### src/rtl/arbitro_rr_demux_pkg.sv
// Shared types and helpers for the round-robin input arbiter / class demux.
package arbitro_pkg;

  localparam int NUM_Q = 4;

  typedef enum logic [1:0] {
    INIT   = 2'd0,
    IDLE   = 2'd1,
    ACTIVE = 2'd2,
    STALL  = 2'd3
  } state_t;

  function automatic logic [NUM_Q-1:0] dest_onehot(input logic [1:0] cls);
    dest_onehot = NUM_Q'(1) << cls;
  endfunction

  function automatic logic [1:0] onehot_idx(input logic [NUM_Q-1:0] oh);
    onehot_idx = 2'd0;
    for (int i = 0; i < NUM_Q; i++) begin
      if (oh[i]) onehot_idx = 2'(i);
    end
  endfunction

endpackage

### src/rtl/arbitro_rr_demux_rr_picker.sv
// Round-robin selector: first eligible queue starting at rr_ptr, wrapping mod 4.
module rr_picker
  import arbitro_pkg::*;
(
  input  logic [NUM_Q-1:0] eligible,
  input  logic [1:0]       rr_ptr,
  output logic [NUM_Q-1:0] grant,
  output logic             grant_valid
);

  logic [1:0] idx;

  always_comb begin
    grant       = '0;
    grant_valid = 1'b0;
    idx         = rr_ptr;
    for (int off = 0; off < NUM_Q; off++) begin
      idx = rr_ptr + 2'(off);
      if (!grant_valid && eligible[idx]) begin
        grant[idx]  = 1'b1;
        grant_valid = 1'b1;
      end
    end
  end

endmodule

### src/rtl/arbitro_rr_demux.sv
// Pops four input FIFOs round-robin and steers each returned word to the
// output FIFO selected by its two class bits.
module arbitro_rr_demux
  import arbitro_pkg::*;
#(
  parameter int BITNUMBER = 6,
  parameter int RD_LAT    = 2,
  parameter int HOLDOFF   = 1
) (
  input  logic                       clk,
  input  logic                       reset,
  input  logic [NUM_Q-1:0]           in_empty,
  input  logic [NUM_Q*BITNUMBER-1:0] in_data,
  input  logic [NUM_Q-1:0]           in_valid,
  output logic [NUM_Q-1:0]           in_pop,
  input  logic [NUM_Q-1:0]           out_pause,
  output logic [NUM_Q-1:0]           out_push,
  output logic [BITNUMBER-1:0]       out_data,
  output logic                       active_out,
  output logic                       idle_out,
  output logic                       err_multi_valid
);

  localparam int INF_W = $clog2(RD_LAT + 2);
  localparam int HO_W  = (HOLDOFF < 1) ? 1 : $clog2(HOLDOFF + 1);

  state_t                 state, next_state;
  logic [1:0]             rr_ptr;
  logic [INF_W-1:0]       inflight;
  logic [HO_W-1:0]        holdoff_cnt [NUM_Q];
  logic [NUM_Q-1:0]       eligible;
  logic [NUM_Q-1:0]       holdoff_act;
  logic [NUM_Q-1:0]       grant;
  logic                   grant_valid;
  logic                   grant_fire;
  logic                   drain_done;
  logic                   fwd_vld_p0;
  logic                   fwd_multi_p0;
  logic [BITNUMBER-1:0]   fwd_word_p0;
  logic                   active_nxt;
  logic                   idle_nxt;

  // Words already requested always come back, so the count saturates at zero
  // instead of wrapping if a stray in_valid ever arrives.
  function automatic logic [INF_W-1:0] inflight_upd(input logic [INF_W-1:0] cur,
                                                     input logic inc,
                                                     input logic dec);
    case ({inc, dec})
      2'b10:   inflight_upd = cur + 1'b1;
      2'b01:   inflight_upd = (cur == '0) ? cur : cur - 1'b1;
      default: inflight_upd = cur;
    endcase
  endfunction

  always_comb begin
    for (int i = 0; i < NUM_Q; i++) begin
      holdoff_act[i] = (holdoff_cnt[i] != '0);
      eligible[i]    = !in_empty[i] && !holdoff_act[i];
    end
  end

  rr_picker u_rr_picker (
    .eligible    (eligible),
    .rr_ptr      (rr_ptr),
    .grant       (grant),
    .grant_valid (grant_valid)
  );

  assign grant_fire = (state == ACTIVE) && (out_pause == '0) && grant_valid;

  // Lowest-index in_valid wins when upstream misbehaves and several fire.
  always_comb begin
    fwd_vld_p0   = |in_valid;
    fwd_multi_p0 = (in_valid & (in_valid - 1'b1)) != '0;
    fwd_word_p0  = '0;
    for (int i = NUM_Q - 1; i >= 0; i--) begin
      if (in_valid[i]) fwd_word_p0 = in_data[i*BITNUMBER +: BITNUMBER];
    end
  end

  assign drain_done = (&in_empty) && (inflight == '0) && !fwd_vld_p0 &&
                      (holdoff_act == '0);

  always_ff @(posedge clk) begin
    if (reset) state <= INIT;
    else       state <= next_state;
  end

  always_comb begin
    next_state = state;
    case (state)
      INIT:   next_state = IDLE;
      IDLE:   if ((|eligible) && (out_pause == '0)) next_state = ACTIVE;
      ACTIVE: begin
        if (|out_pause)      next_state = STALL;
        else if (drain_done) next_state = IDLE;
      end
      STALL: begin
        if ((out_pause == '0) && (|eligible)) next_state = ACTIVE;
        else if (drain_done)                  next_state = IDLE;
      end
      default: next_state = INIT;
    endcase
  end

  always_comb begin
    active_nxt = (next_state == ACTIVE);
    idle_nxt   = (next_state == IDLE);
  end

  // Stage p0 -> registered outputs: pop request, arbitration state, forwarded word.
  always_ff @(posedge clk) begin
    if (reset) begin
      in_pop          <= '0;
      out_push        <= '0;
      out_data        <= '0;
      active_out      <= 1'b0;
      idle_out        <= 1'b0;
      err_multi_valid <= 1'b0;
      rr_ptr          <= 2'd0;
      inflight        <= '0;
      for (int i = 0; i < NUM_Q; i++) holdoff_cnt[i] <= '0;
    end else begin
      in_pop     <= grant_fire ? grant : '0;
      active_out <= active_nxt;
      idle_out   <= idle_nxt;
      if (grant_fire) rr_ptr <= onehot_idx(grant) + 2'd1;
      for (int i = 0; i < NUM_Q; i++) begin
        if (grant_fire && grant[i])  holdoff_cnt[i] <= HO_W'(HOLDOFF);
        else if (holdoff_act[i])     holdoff_cnt[i] <= holdoff_cnt[i] - 1'b1;
      end
      inflight <= inflight_upd(inflight, grant_fire, fwd_vld_p0);
      out_push <= fwd_vld_p0 ? dest_onehot(fwd_word_p0[BITNUMBER-1 -: 2]) : '0;
      if (fwd_vld_p0) out_data <= fwd_word_p0;
      err_multi_valid <= err_multi_valid | fwd_multi_p0;
    end
  end

endmodule

### config.mk
export PLATFORM = sky130hd
export DESIGN_NAME = arbitro_rr_demux
export DESIGN_NICKNAME = d
export VERILOG_FILES = /design/src/rtl/arbitro_rr_demux_pkg.sv /design/src/rtl/arbitro_rr_demux_rr_picker.sv /design/src/rtl/arbitro_rr_demux.sv
export SDC_FILE = /design/constraint.sdc
export NUM_CORES = 1
export LEC_CHECK = 0
export ABC_AREA = 1
export CAP_MARGIN = 20
export CELL_PAD_IN_SITES_DETAIL_PLACEMENT = 2
export CELL_PAD_IN_SITES_GLOBAL_PLACEMENT = 2
export CORE_MARGIN = 2
export CORE_UTILIZATION = 24
export CTS_CLUSTER_SIZE = 16
export DETAILED_ROUTE_END_ITERATION = 6
export PLACE_DENSITY = 0.77
export SYNTH_ARGS = -nofsm -noshare
export SYNTH_HDL_FRONTEND = slang
export SYNTH_SLANG_ARGS = --single-unit
### constraint.sdc
create_clock -name clk -period 2.9 [get_ports clk]
set_input_delay 0.58 -clock clk [delete_from_list [all_inputs] [get_ports clk]]
set_output_delay 0.58 -clock clk [all_outputs]
set_load 0.005 [all_outputs]
; ---- Word-level counts from Yosys, hierarchy flattened
; Memory sizes are Yosys's and may differ from the RTL's.
; Index checks and enable logic that the tools add are counted.
[op_classes]
add_sub_neg = 11
magnitude_cmp = 8
n_eq_ne = 8
n_shift = 1
n_mux = 78
bitwise = 15
n_reduce_logical = 46
[ops]
columns = operator, count
row1 = 2-to-1 mux 1 bit, 51
row2 = 2-to-1 mux 6 bit, 4
row3 = logical AND 1 bit, 21
row4 = 2-to-1 mux 2 bit, 9
row5 = 2-to-1 mux 4 bit, 4
row6 = zero test 1 bit, 12
row7 = < comparator 2 x 3 -> 1 bit (second input constant), 4
row8 = OR 4 bit, 3
row9 = OR reduction 4 bit, 3
row10 = OR 1 bit, 9
row11 = binary-select mux 1 bit (select 2 bit), 4
row12 = demux 1 bit (select 2 bit), 4
row13 = equality test 2 bit (second input constant), 4
row14 = >= comparator 2 x 1 -> 1 bit (second input constant), 4
row15 = zero test 4 bit, 2
row16 = one-hot mux 2 bit (4 select lines), 1
row17 = adder 2 x 1 -> 2 bit (second input constant), 3
row18 = equality test 2 x 1 -> 1 bit (second input constant), 3
row19 = adder 2 bit (second input constant), 2
row20 = AND 4 bit, 1
row21 = zero test 2 bit, 2
row22 = one-hot mux 2 bit (2 select lines), 1
row23 = AND reduction 4 bit, 1
row24 = nonzero test 4 bit, 1
row25 = 9 further kinds, 14
[word_totals]
ff_bits = 23
ram_bits = 4
in_bits = 38
out_inout_bits = 17
word_cells = 177
n_memories = 1
[memory_table]
columns = memory, depth, width, rd, rd_clocked_by_memory_dff, wr, line_no
row1 = holdoff_cnt, 4, 1, 4, 0, 4, arbitro_rr_demux.sv:30  ; logic [HO_W-1:0] holdoff_cnt [NUM_Q];

; ---- Logic depth before layout (Yosys ltp)
; Gate-level depths: netlist (run 1).
[depth]
ltp_word = 21
mapped_depth = 13
ltp_nobuf = 13

; ---- By module
; A second synthesis (run 1) with hierarchy kept.
[unflattened]
hier_cells = 258
area_unflattened_um2 = 1786.7
[modules_own_cells]
columns = module, n_inst, cells_each, area_each_um2, seq_area_each_um2
row1 = arbitro_rr_demux, 1, 182, 1367.6, 580.6
row2 = rr_picker, 1, 76, 419.2, 0.0

; ---- Worst setup path after synthesis (run 1)
; Ideal clock, no wire load.
[synth_timing]
path_kind = reg-to-reg
startpoint = reg rr_ptr[1]
endpoint = mem holdoff_cnt[3] (netlist bit), enable pin
setup_ns = 0.291
t_arrival_ns = 1.750
required_ns = 2.609
setup_slack_ns = 0.859
path_stages_with_launch = 12
n_path_buf = 0
period_less_slack_ns = 2.041
cell_sequence = dfxtp_1 > inv_1 > ha_1 > inv_1 > nand3_2 > nand2_4 > nand2_4 > nor2_4 > nand2_1 > o21ai_2 > nand2_2 > nand2_1
[synth_lines]
columns = item, line_no
row1 = start: declaration, arbitro_rr_demux.sv:28  ; logic [1:0] rr_ptr;
row2 = start signal: assignment, arbitro_rr_demux.sv:127  ; if (grant_fire) rr_ptr <= onehot_idx(grant) + 2'd1;
row3 = end: declaration, arbitro_rr_demux.sv:30

==> run_results.csv, run 1 <==
group,metric,value,unit
run_status,status,"complete, no violations",
floorplan,rows,30,
synth,synth_compound_area_share,12.5,%
global_route,grt_pass1_wl,8.82,mm
synth,yosys-top-cells-area,"dfxtp_1 (28%), nand2_1 (14%), nor2_1 (10%)",
clock_tree,ctsResizeCount,0,
timing,period_needed,2.09,ns
worst_hold_path,hold_depth,2,
cells_and_area,nets,345,
timing,timing.hold.ws,0.472,ns
clock_tree,insertion_delay,0.29,ns
drt,drc,0,
worst_hold_path,holdPathEnd,"out_data[4]",
timing,worstMarginPinSlew,0.731,ns
power,peakVddDrop,0.000177,V
drt,first_pass_iters,4,
floorplan,die_h,87.3,um
place,gp_congestion,0.844,
drt,dr.max_layer_used,"met4",
synth,synth.yosys.seq_area_share,34.9,%
clock_tree,cts.sinks,27,
cells_and_area,nFillCells,824,
synth,synth_fa_ha_area_share,6.01,%
synth,synthSimpleGateAreaFrac,40.6,%
global_route,antenna_found_initial,0,
global_route,track_usage,14.6,%
worst_hold_path,min_path_type,"flip-flop to flip-flop",
timing,relSlewSlack,51.1,%
synth,syn_avg_cell_area,6.88,sq um
timing,fin_skew,0.00752,ns
clock_tree,cts_tree,"built",
drt,via_count,1794,
clock_tree,cts_root_buffer,"clkbuf_8",
worst_setup_path,r2r_cells,11,
floorplan,start_util,24.6,%
power,power.density,345,mW/mm^2
synth,synthDistinctLibCells,29,
global_route,gr-total-overflow,0,
synth,ys_ff_latch,27,
synth,muxShareOfSynthArea,0,%
clock_tree,postCtsSetupBuffers,0,
floorplan,die_area,0.00762,sq mm
worst_hold_path,min_from,"out_data[4]",
synth,synth_area_leader_cell,"dfxtp_1",
timing,rsz0062_at_grt,"false",
drt,wl_met1,2.29,mm
floorplan,ios,55,
worst_setup_path,r2r_slack,0.84,ns
timing,slew_violations,0,
worst_setup_path,reg2reg_to,"holdoff_cnt[0]",
cells_and_area,drive_gt1_share,11.4,%
floorplan,fp.dieW,87.3,um
drt,wl_met2,2.74,mm
place,io_buffers,54,
drt,routed-wl-met3,271,um
drt,final_antenna_net_count,0,
worst_setup_path,r2r_start,"rr_ptr[1]",
worst_setup_path,worstPathRequired,2.92,ns
place,hpwl,4.52,mm
timing,max_freq,478,MHz
synth,synth.top_cell.area_share,27.6,%
synth,synthTopCellsByCount,"nand2_1 (61), nor2_1 (46), dfxtp_1 (23)",
floorplan,design.core.area,0.00676,sq mm
drt,wl_per_cell,14.2,um
timing,setup_violations,0,
worst_setup_path,cp_max_fo,7,
cells_and_area,multi_input_area,985,sq um
worst_setup_path,path_class,"input pin to flip-flop",
synth,synth_top_family_by_area,"simple AND/OR/NAND/NOR gates",
synth,ys.flop_type,"dfxtp_1",
cells_and_area,seq_area,581,sq um
worst_setup_path,crit_arrival,2.12,ns
job,maxCapViolCount,0,
clock_tree,cts_max_level,1,
timing,hold_viol,0,
cells_and_area,antenna_cells,0,
cells_and_area,syn_to_final_growth,41.9,%
synth,syn_area,0.00167,sq mm
clock_tree,ctsHoldBuffers,0,
worst_setup_path,crit_path_end_kind,"flip-flop",
synth,synth_xor_area_share,0,%
synth,yosys.cell_count.top_type,"nand2_1",
synth,synth_edf_count,4,
timing,setup-tns-final,0,ns
global_route,grt_pass1_vias,1932,
drt,drtIter0Drc,27,
timing,period_share,72.1,%
clock_tree,clk_pin_slew_worst_paths,0.10,ns
drt,drt_wl_total,5.38,mm
clock_tree,numCtsBuffers,3,
synth,async_flop_share,0,%
synth,synth_cells,242,
synth,yosys_warnings,0,
worst_setup_path,crit_path_start,"in_empty[1]",
clock_tree,clock_path_buffers,2,
drt,via_per_inst,4.75,
worst_setup_path,crit_path_start_kind,"input pin",
global_route,grt_max_degree,21,
power,p_leak,0.994,nW
synth,synth_nets,288,
power by group:
| part | switching [W] | total [W] | internal, W |
|---|---|---|---|
| Combinational | 0.0000857 | 0.000182 | 0.0000966 |
| Sequential | 0.0000108 | 0.000408 | 0.000397 |
| Clock | 0.000128 | 0.000226 | 0.0000980 |
| Total | 0.000225 | 0.000816 | 0.000591 |
flip-flops by register name, indices dropped and copies added (netlist names):
| signal | count |
|---|---|
| active_out | 1 |
| err_multi_valid | 1 |
| holdoff_cnt | 4 |
| idle_out | 1 |
| in_pop | 4 |
| inflight | 2 |
| out_data | 6 |
| out_push | 4 |
| rr_ptr | 2 |
| state | 2 |
layer usage:
metal / global-route usage [%] / vias up
li1: - / 894
met4: 5.03 / 0
met5: 0 / -
met3: 2.46 / 7
met2: 27.5 / 45
met1: 16.3 / 848
worst max-delay path by stage:
stage	end	slack, ns	cells after the start
after detailed placement	holdoff_cnt[3]	0.48	13
after global routing	holdoff_cnt[3]	0.65	13
final	holdoff_cnt[3]	0.81	13
after global placement	holdoff_cnt[3]	0.52	12
after floorplan	holdoff_cnt[3]	0.86	11
after CTS	holdoff_cnt[3]	0.78	13
cells by family (layout without fill, tap and decap cells):
family / Yosys count / in the layout
buffers and inverters: 26 / 82
DFF: 27 / 27
AOI/OAI and AO/OA: 36 / 36
adders and majority gates: 8 / 8
and+or+nand+nor: 145 / 145
area by class of cell:
type,instances,share of cell area [%]
clock buffer,3,1.75
clock inverter,1,0.318
inverter,19,3.02
multi-input combinational,189,41.7
sequential,27,24.6
tap,80,4.24
timing repair buffer,59,24.5
cell usage in the layout (no fill, tap or decap):
cell / count
inv_1: 15
buf_4: 5
a21oi_2: 1
nor3b_2: 1
o21ai_0: 3
nor2_1: 46
ha_1: 8
nand4_1: 2
a211oi_1: 4
nand2_2: 6
o2111ai_1: 1
nand3_2: 5
clkdlybuf4s50_1: 54
nor2_2: 2
nand2_1: 61
a21oi_1: 20
o21ai_1: 2
clkbuf_8: 3
nand3_4: 1
nand3_1: 12
clkinvlp_4: 1
dfxtp_1: 23
edfxtp_1: 4
and2_1: 1
inv_2: 4
a22oi_1: 2
nor3_1: 4
o21ai_2: 1
nor2_4: 1
nand2_4: 3
a31oi_1: 2
stage by stage:
step | setup slack [ns] | total power [W] | cells | utilization, % | instance area, sq um
2_1_floorplan | 0.859 | 0.000498 | 242 | - | 1670
3_3_place_gp | 0.515 | 0.000597 | 374 | 34.3 | 2310
3_5_place_dp | 0.480 | 0.000600 | 374 | 34.3 | 2310
4_1_cts | 0.783 | 0.000831 | 378 | 35.0 | 2360
5_1_grt | 0.648 | 0.000866 | 378 | 35.0 | 2360
6_report | 0.808 | 0.000816 | 378 | 35.0 | 2360
worst max-delay path: stages:
cell and delay, ns:
clkdlybuf4s50_1 0.42, nor2_1 0.20, nand2_1 0.12, nand3_2 0.09
nand2_4 0.09, inv_2 0.10, nor2_1 0.06, nand2_1 0.06
nand2_1 0.05, nor2_1 0.11, o21ai_2 0.08, nand2_2 0.10
nor2_1 0.05
(Power assumes the default switching activity.)
==> inputs of run 2 (changes only) <==
--- a/config.mk
+++ b/config.mk
@@ -10,10 +10,10 @@
 export CELL_PAD_IN_SITES_DETAIL_PLACEMENT = 2
 export CELL_PAD_IN_SITES_GLOBAL_PLACEMENT = 2
 export CORE_MARGIN = 2
-export CORE_UTILIZATION = 24
+export CORE_UTILIZATION = 22
 export CTS_CLUSTER_SIZE = 16
 export DETAILED_ROUTE_END_ITERATION = 6
-export PLACE_DENSITY = 0.77
+export PLACE_DENSITY = 0.75
 export SYNTH_ARGS = -nofsm -noshare
 export SYNTH_HDL_FRONTEND = slang
 export SYNTH_SLANG_ARGS = --single-unit
==> constraint.sdc (replaced) <==
create_clock -name clk -period 1.89 [get_ports clk]
set_input_delay 0.378 -clock clk [delete_from_list [all_inputs] [get_ports clk]]
set_output_delay 0.378 -clock clk [all_outputs]
set_load 0.005 [all_outputs]
==> run 2 against run 1 <==
Net effect: hold slack got worse by 0.0027 ns; wire length up 17%; sequential share of layout area shrank 3.5 points; sequential power is 53% higher; worst setup slack worse by 0.76 ns; register-to-register slack lost 0.79 ns; sequential cell count unchanged; critical endpoint is now holdoff_cnt[2]; first-iteration DRC count down 19%; total power rose by 61%; final area rose by 17%; critical path type is now flip-flop to flip-flop; combinational power is 87% higher; clock power increased by 54%.
==> run_results.csv, run 2 (synthesis gave the netlist of run 1 again) <==
group,metric,value,unit
run_status,status,"complete, no violations",
cells_and_area,drive_gt1_share,26.7,%
worst_setup_path,crit_chain,"inv_2 -> buf_6 -> nand2_4 -> nand2_1 -> nand2_1 -> nand2_2 -> buf_4 -> nor2_4 -> buf_4 -> nand3_2 -> nand2_2 -> nand2_2 -> nand2_1",
cells_and_area,largest_register_ffs,6,
power,p_leak,1.21,nW
global_route,grt_pass1_wl,9.87,mm
drt,final_antenna_net_count,0,
floorplan,fp.dieW,91.0,um
clock_tree,insertion_delay,0.28,ns
place,placed_cell_area,0.00253,sq mm
place,dpl.cell_count,415,
cells_and_area,final_area,0.00277,sq mm
worst_hold_path,min_path_type,"flip-flop to flip-flop",
worst_setup_path,crit_path_start_kind,"flip-flop",
worst_setup_path,crit_arrival,1.85,ns
timing,relSlewSlack,76.5,%
global_route,track_usage,14.4,%
floorplan,design.core.area,0.00729,sq mm
timing,period_share,97.3,%
worst_setup_path,r2r_slack,0.05,ns
drt,wl_met1,2.55,mm
clock_tree,cts.sinks,27,
place,gp_congestion,0.821,
timing,worstMarginPinSlew,0.353,ns
clock_tree,ctsHoldBuffers,0,
cells_and_area,final_common_cell,"nand2_1",
worst_setup_path,crit_cells,13,
floorplan,die_area,0.00828,sq mm
floorplan,rows,31,
drt,drtIter0Drc,22,
timing,slew_violations,0,
worst_setup_path,path_class,"flip-flop to flip-flop",
floorplan,die_h,91.0,um
global_route,grt_pass1_vias,2135,
drt,drc,0,
clock_tree,clock_path_buffers,2,
worst_setup_path,worstPathRequired,1.90,ns
cells_and_area,final_cell_mix,"nand2_1 (52), clkdlybuf4s50_1 (50), nor2_1 (39)",
timing,timing.hold.ws,0.469,ns
timing,setup_violations,0,
cells_and_area,largest_register,"out_data",
timing,hold_viol,0,
drt,dr.max_layer_used,"met4",
worst_setup_path,r2r_start,"rr_ptr[0]",
clock_tree,cts_root_buffer,"clkbuf_8",
clock_tree,cts_tree,"built",
global_route,antenna_found_initial,0,
worst_setup_path,crit_path_end_kind,"flip-flop",
timing,max_freq,544,MHz
drt,first_pass_iters,4,
drt,routed-wl-met3,321,um
place,hpwl,4.96,mm
place,io_buffers,54,
clock_tree,cts_max_level,1,
cells_and_area,instances_no_fill,429,
job,maxCapViolCount,0,
worst_setup_path,worst-path-buf-inv,4,
place,preCtsSetupSlack,-0.359,ns
worst_setup_path,crit_slowest_cell,"dfxtp_2",
global_route,grt_max_degree,27,
timing,period_needed,1.84,ns
drt,via_per_inst,4.51,
drt,via_count,1935,
worst_hold_path,holdPathEnd,"out_data[4]",
drt,drt_wl_total,6.31,mm
floorplan,ios,55,
worst_setup_path,slowest_delay,0.34,ns
cells_and_area,syn_to_final_growth,66.6,%
worst_setup_path,reg2reg_to,"holdoff_cnt[2]",
clock_tree,numCtsBuffers,3,
timing,fin_skew,0.00409,ns
power,peakVddDrop,0.000303,V
worst_hold_path,hold_depth,2,
worst_setup_path,cp_max_fo,8,
worst_hold_path,min_from,"out_data[4]",
cells_and_area,antenna_cells,0,
floorplan,start_util,22.8,%
cells_and_area,nets,377,
power,power.density,473,mW/mm^2
drt,wl_met2,3.35,mm
global_route,gr-total-overflow,0,
cells_and_area,nFillCells,902,
timing,setup_slack,0.0516,ns
drt,wl_per_cell,14.7,um
worst_setup_path,cp_top_family,"simple AND/OR/NAND/NOR gates",
timing,rsz0062_at_grt,"true",
clock_tree,clk_pin_slew_worst_paths,0.10,ns
worst_setup_path,r2r_cells,13,
-- run 2: worst register-to-register path: cells and delay by family, from the launching register on --
family | cells | cell delay (ns)
DFF | 1 | 0.34
buffers and inverters | 4 | 0.49
and+or+nand+nor | 9 | 0.72
-- run 2: metal layers --
layer	GRT usage, %	vias to the layer above
li1	-	961
met1	15.8	922
met2	28.2	45
met3	2.99	7
met4	3.03	0
met5	0	-
-- run 2: layout make-up --
type | instances | area [sq um] | area share, %
Timing Repair Buffer | 91 | 861 | 31.0
Clock buffer | 3 | 41.3 | 1.49
Multi-Input combinational cell | 189 | 1080 | 39.1
Clock inverter | 1 | 7.51 | 0.271
Tap cell | 99 | 124 | 4.47
Sequential cell | 27 | 583 | 21.0
Inverter | 19 | 73.8 | 2.66
-- run 2: stage by stage --
stage	power, W	util [%]	TNS, ns
after floorplan	0.000764	-	0
after global placement	0.000938	34.7	-3.15
final	0.00131	38.0	0
after global routing	0.00139	38.0	-0.254
after CTS	0.00130	35.4	0
after detailed placement	0.000950	34.7	-4.71
-- run 2: worst max path at each step --
stage / start / end / slack [ns]
finish: rr_ptr[0] / holdoff_cnt[2] / 0.05
global route: holdoff_cnt[1] / rr_ptr[1] / -0.06
CTS: in_empty[3] / holdoff_cnt[0] / 0.007
detailed placement: in_empty[0] / holdoff_cnt[0] / -0.36
global placement: in_empty[0] / holdoff_cnt[3] / -0.27
floorplan: rr_ptr[0] / holdoff_cnt[3] / 0.07
-- run 2: where the power goes --
| part | internal [W] | leakage (nW) | switching, W |
|---|---|---|---|
| clock | 0.000150 | 0.0217 | 0.000196 |
| combinational | 0.000185 | 0.956 | 0.000156 |
| sequential | 0.000609 | 0.233 | 0.0000173 |
-- run 2: what timing repair did --
item                       4_1_cts  5_1_grt
setup endpoints to repair        4       15
pin swaps                        2       21
gates resized for setup          2       31
setup buffers                    0       10
